--- src/rtl/obs_mul_pkg.sv ---
// ============================================================================
// obs_mul_pkg : shared constants, FSM state type and operand split helpers
// Revision    : 1.0
// ============================================================================
`default_nettype none

package obs_mul_pkg;

  localparam int W  = 71;
  localparam int H  = 36;
  localparam int D  = 4;
  localparam int PW = 2 * H - 1;
  localparam int ND = H / D;
  localparam int CW = $clog2(ND);

  typedef enum logic [1:0] {
    IDLE = 2'd0,
    MUL  = 2'd1,
    DONE = 2'd2
  } state_t;

  function automatic logic [H-1:0] split_even(input logic [W-1:0] v);
    logic [H-1:0] r;
    for (int k = 0; k < H; k++) r[k] = v[2*k];
    return r;
  endfunction

  // Odd half has one fewer coefficient; its top bit stays zero.
  function automatic logic [H-1:0] split_odd(input logic [W-1:0] v);
    logic [H-1:0] r;
    r = '0;
    for (int k = 0; k < H - 1; k++) r[k] = v[2*k+1];
    return r;
  endfunction

endpackage

`default_nettype wire

--- src/rtl/gf2_digit_mac.sv ---
// ============================================================================
// gf2_digit_mac : carry-less H-bit x D-bit digit product XORed into acc << D
// Revision      : 1.0
// ============================================================================
`default_nettype none

module gf2_digit_mac
  import obs_mul_pkg::*;
(
  input  logic [H-1:0]  x,
  input  logic [D-1:0]  digit,
  input  logic [PW-1:0] acc,
  output logic [PW-1:0] acc_next
);

  always_comb begin
    acc_next = acc << D;
    for (int j = 0; j < D; j++) begin
      if (digit[j]) acc_next = acc_next ^ (PW'(x) << j);
    end
  end

endmodule

`default_nettype wire

--- src/rtl/obs_split_mul_71bit.sv ---
// ============================================================================
// obs_split_mul_71bit : even/odd split of two 71-bit GF(2) polynomials and
//                       digit-serial MSB-first computation of the four half
//                       products feeding the OBS overlap stage.
// Optional macro      : OBS_SPLIT_MUL_ZERO_SKIP_EN (early exit on zero tail)
// Revision            : 1.0
// ============================================================================
`default_nettype none

module obs_split_mul_71bit
  import obs_mul_pkg::*;
(
  input  logic          clk,
  input  logic          rst,
  input  logic          in_valid,
  output logic          in_ready,
  input  logic [W-1:0]  a_in,
  input  logic [W-1:0]  b_in,
  output logic          out_valid,
  input  logic          out_ready,
  output logic [PW-1:0] p_ee,
  output logic [PW-1:0] p_eo,
  output logic [PW-1:0] p_oe,
  output logic [PW-1:0] p_oo
);

  state_t        state, state_nxt;
  logic [H-1:0]  ae, ao, be, bo;
  logic [PW-1:0] acc_ee, acc_eo, acc_oe, acc_oo;
  logic [PW-1:0] mac_ee, mac_eo, mac_oe, mac_oo;
  logic [CW-1:0] cnt;
  logic [D-1:0]  dig_e, dig_o;
  logic          last;
  logic [6:0]    skip_sh;

  assign dig_e = be[cnt*D +: D];
  assign dig_o = bo[cnt*D +: D];

`ifdef OBS_SPLIT_MUL_ZERO_SKIP_EN
  logic [H-1:0] low_mask;
  // Digits below the current one are all zero: jump straight to the end.
  assign low_mask = (H'(1) << (cnt * D)) - H'(1);
  assign last     = (((be | bo) & low_mask) == '0);
  assign skip_sh  = last ? 7'(cnt * D) : 7'd0;
`else
  assign last     = (cnt == '0);
  assign skip_sh  = 7'd0;
`endif

  gf2_digit_mac u_mac_ee (.x(ae), .digit(dig_e), .acc(acc_ee), .acc_next(mac_ee));
  gf2_digit_mac u_mac_eo (.x(ae), .digit(dig_o), .acc(acc_eo), .acc_next(mac_eo));
  gf2_digit_mac u_mac_oe (.x(ao), .digit(dig_e), .acc(acc_oe), .acc_next(mac_oe));
  gf2_digit_mac u_mac_oo (.x(ao), .digit(dig_o), .acc(acc_oo), .acc_next(mac_oo));

  always_ff @(posedge clk or posedge rst) begin
    if (rst) state <= IDLE;
    else     state <= state_nxt;
  end

  always_comb begin
    state_nxt = state;
    in_ready  = 1'b0;
    out_valid = 1'b0;
    case (state)
      IDLE: begin
        in_ready = 1'b1;
        if (in_valid) state_nxt = MUL;
      end
      MUL: begin
        if (last) state_nxt = DONE;
      end
      DONE: begin
        out_valid = 1'b1;
        if (out_ready) state_nxt = IDLE;
      end
      default: state_nxt = IDLE;
    endcase
  end

  always_ff @(posedge clk or posedge rst) begin
    if (rst) begin
      ae     <= '0;
      ao     <= '0;
      be     <= '0;
      bo     <= '0;
      acc_ee <= '0;
      acc_eo <= '0;
      acc_oe <= '0;
      acc_oo <= '0;
      cnt    <= '0;
    end else begin
      case (state)
        IDLE: begin
          if (in_valid) begin
            ae     <= split_even(a_in);
            ao     <= split_odd(a_in);
            be     <= split_even(b_in);
            bo     <= split_odd(b_in);
            acc_ee <= '0;
            acc_eo <= '0;
            acc_oe <= '0;
            acc_oo <= '0;
            cnt    <= CW'(ND - 1);
          end
        end
        MUL: begin
          acc_ee <= mac_ee << skip_sh;
          acc_eo <= mac_eo << skip_sh;
          acc_oe <= mac_oe << skip_sh;
          acc_oo <= mac_oo << skip_sh;
          cnt    <= last ? '0 : cnt - CW'(1);
        end
        default: ;
      endcase
    end
  end

  assign p_ee = acc_ee;
  assign p_eo = acc_eo;
  assign p_oe = acc_oe;
  assign p_oo = acc_oo;

endmodule

`default_nettype wire

--- config.mk ---
export PLATFORM = sky130hd
export DESIGN_NAME = obs_split_mul_71bit
export DESIGN_NICKNAME = d
export VERILOG_FILES = /design/src/rtl/obs_mul_pkg.sv /design/src/rtl/gf2_digit_mac.sv /design/src/rtl/obs_split_mul_71bit.sv
export SDC_FILE = /design/constraint.sdc
export NUM_CORES = 1
export LEC_CHECK = 0
export BUFFER_PORTS_ARGS = -buffer_cell sky130_fd_sc_hd__buf_2
export CAP_MARGIN = 20
export CORE_MARGIN = 3
export CORE_UTILIZATION = 57
export CTS_BUF_LIST = sky130_fd_sc_hd__clkbuf_8
export DETAILED_ROUTE_END_ITERATION = 7
export GPL_TIMING_DRIVEN = 0
export PLACE_DENSITY = 0.81
export SLEW_MARGIN = 20
export SYNTH_ARGS = -nofsm -noshare
export SYNTH_HDL_FRONTEND = slang
export SYNTH_SLANG_ARGS = --single-unit
--- constraint.sdc ---
create_clock -name clk -period 17.79 [get_ports clk]
set_input_delay 2.6685 -clock clk [delete_from_list [all_inputs] [get_ports clk]]
set_output_delay 2.6685 -clock clk [all_outputs]
set_load 0.03 [all_outputs]
==> results.json <==
{
  "cts_sinks": 432,
  "die_area_sq_um": 46900,
  "critPathArrivalTime_ns": 5.37,
  "vias": 21124,
  "routed_wl_um": 81100,
  "grt_max_degree": 107,
  "final_area_sq_um": 29800,
  "die_w_um": 217,
  "fin_skew_ns": 0.0323,
  "hp-class": "reg2reg",
  "route.detailed.drc": 0,
  "grtUsageTotal_pct": 34.2,
  "ys_top_cells_by_area": "dfrtp_1, xnor2_1, nand2_1",
  "core_sq_um": 43500,
  "dr.pass1.iters": 5,
  "hpwl_um": 59200,
  "drv_cap": 0,
  "rows": 76,
  "placed_cell_area_sq_um": 28300,
  "syn_inst": 2480,
  "setup_viol": 0,
  "drt-initial-drc-count": 1749,
  "cts_tree": "built",
  "drive_gt1_share_pct": 28.5,
  "grt_pass1_vias": 21114,
  "portBuffers": 431,
  "rsz0062_at_grt": "no",
  "grt_first_pass_wirelength_um": 125000,
  "routedWlPerCell_um": 22.3,
  "tightest_slew_ns": 1.14,
  "drt-vias-per-instance": 5.80,
  "syn2layout_area_growth_pct": 18.0,
  "clockBufferDepth": 3,
  "status": "completed",
  "ioPinCount": 432,
  "fill_cells": 3363,
  "synth_area_sq_um": 25300,
  "gp_congestion": 0.942,
  "drtAntennaViolNets": 0,
  "ys_ff_latch": 432,
  "report.final.slew_viol_count": 0,
  "synth_cell_types": 48,
  "synth_area_leader_cell": "dfrtp_1",
  "fin_crit_sh_pct": 27.2,
  "min_period_ns": 4.83,
  "post_cts_resized": 0,
  "cts_buffers": 75,
  "required_ns": 18.33,
  "critPathMaxFanout": 10,
  "fp.dieH_um": 217,
  "async_flop_share_pct": 100,
  "critPathKind": "in2reg",
  "slew_headroom_pct": 23.8,
  "grt_overflow_total": 0,
  "end_kind": "flip-flop",
  "fmax_ghz": 0.207,
  "cts_htree_levels": 3,
  "finalHoldViolCount": 0,
  "post_cts_buffers": 0,
  "fin_nets": 3140,
  "initial_core_util_pct": 58.2,
  "cp-start-kind": "primary input",
  "postCtsHoldBufs": 0,
  "synth_edf_count": 0,
  "clk_pin_slew_ns": 0.06,
  "synth_top_area_share_pct": 42.8,
  "root_buffer": "clkbuf_8",
  "ys_warn_count": 0,
  "synth_area_per_cell_sq_um": 10.2,
  "grt_antenna_before_repair": 11,
  "ys_seq_area_share_pct": 42.8,
  "clk_latency_ns": 0.68,
  "synth_ff_type": "dfrtp_1",
  "syn-num-nets": 2627
}
metrics by stage:
stage	setup WS, ns	hold slack, ns	instances	util, %	setup TNS, ns
3_5_place_dp	12.41	0.486	3501	65.1	0
6_report	12.96	0.498	3642	68.6	0
5_1_grt	13.00	0.515	3638	68.6	0
4_1_cts	13.06	0.502	3638	68.6	0
2_1_floorplan	3.09	0.472	2480	-	0
3_3_place_gp	-1.19	0.482	3496	64.8	-486.41
synthesized netlist by cell type, types with 4 or more instances:
master,count
dfrtp_1,432
xnor3_1,4
o211ai_2,38
and2_1,4
mux4_1,4
inv_1,4
a221o_1,4
nor2_1,8
mux2i_1,14
nor3b_1,62
buf_2,82
xor2_1,198
o21ai_1,133
buf_1,8
mux2_2,142
xnor2_2,10
o211ai_1,144
o22ai_1,4
nand3_1,4
buf_6,29
a22o_1,130
mux4_2,5
clkbuf_1,140
o21ai_0,21
nand2_1,483
xnor2_1,336
area by class of cell:
type / instances / area [sq um] / share of cell area (%)
Sequential cell: 432 / 10800 / 36.3
Buffer: 265 / 1360 / 4.57
Antenna cell: 4 / 10.0 / 0.0336
Multi-Input combinational cell: 1779 / 13100 / 43.9
Tap cell: 585 / 732 / 2.45
Inverter: 4 / 22.5 / 0.0755
Timing Repair Buffer: 436 / 2280 / 7.64
Clock inverter: 46 / 263 / 0.881
Clock buffer: 91 / 1250 / 4.20
layout by cell type, fill, tap and decap left out, types with 5 or more instances in the layout:
cell type / Yosys / routed
buf_6: 29 / 30
o211ai_2: 38 / 38
nor2_1: 8 / 8
nand2_1: 483 / 483
xor2_1: 198 / 198
nor3b_1: 62 / 62
xnor2_1: 336 / 336
clkbuf_1: 140 / 139
o21ai_0: 21 / 21
xnor2_2: 10 / 10
buf_1: 8 / 8
inv_1: 4 / 31
mux4_2: 5 / 5
a22o_1: 130 / 130
clkinv_2: 0 / 10
buf_2: 82 / 513
o21ai_1: 133 / 133
mux2i_1: 14 / 14
mux2_2: 142 / 142
o211ai_1: 144 / 144
dfrtp_1: 432 / 432
clkbuf_8: 0 / 91
metal layers:
metal / vias up / wire length [um] / global-route usage [%]
li1: 9448 / - / -
met1: 10402 / 31300 / 43.2
met2: 1007 / 38000 / 55.1
met3: 245 / 7660 / 9.65
met4: 22 / 3940 / 15.4
met5: - / 112 / 0
registers in the layout, summed over array words and instances (netlist names):
register,count
p_ee,71
be,36
ao,35
state,2
p_eo,71
p_oo,71
bo,35
cnt,4
ae,36
p_oe,71
path summary, 6_finish.rpt:
check                                   startpoint              endpoint  slack (ns)  cells after the start
worst max-delay path                      in_valid    ao[32]$_DFFE_PP0P_       12.96                      6
worst min-delay path             bo[6]$_DFFE_PP0P_     bo[6]$_DFFE_PP0P_        0.50                      1
worst max register to register  cnt[2]$_DFFE_PP0P_   p_oo[9]$_DFFE_PP0P_       14.47                     10
worst min register to register   bo[6]$_DFFE_PP0P_     bo[6]$_DFFE_PP0P_        0.50                      1
max in group asynchronous                      rst    ao[13]$_DFFE_PP0P_       14.47                      4
min in group asynchronous                      rst  p_ee[18]$_DFFE_PP0P_        1.97                      2
worst max-delay path, cell delays in order:
cell	delay (ns)
buf_2	0.09
and2_1	0.11
clkbuf_1	0.84
clkbuf_1	0.52
clkbuf_1	0.73
mux2_2	0.41
kinds of logic (layout without fill, tap and decap cells):
group	count (synthesis)	count (layout)	share of synthesized area, %
AND/OR/NAND/NOR	573	573	9.68
XOR/XNOR	548	548	19.5
AO/OA/AOI/OAI	491	491	14.7
flip-flops	432	432	42.8
buffers and inverters	269	842	5.44
multiplexers	166	166	7.83
adder cells (fa/ha/maj)	1	1	0.0495
other	0	4	0
Power is left out: the tool's default activity adds up to more than one toggle a clock period on the data nets, which glitch-free logic cannot reach.
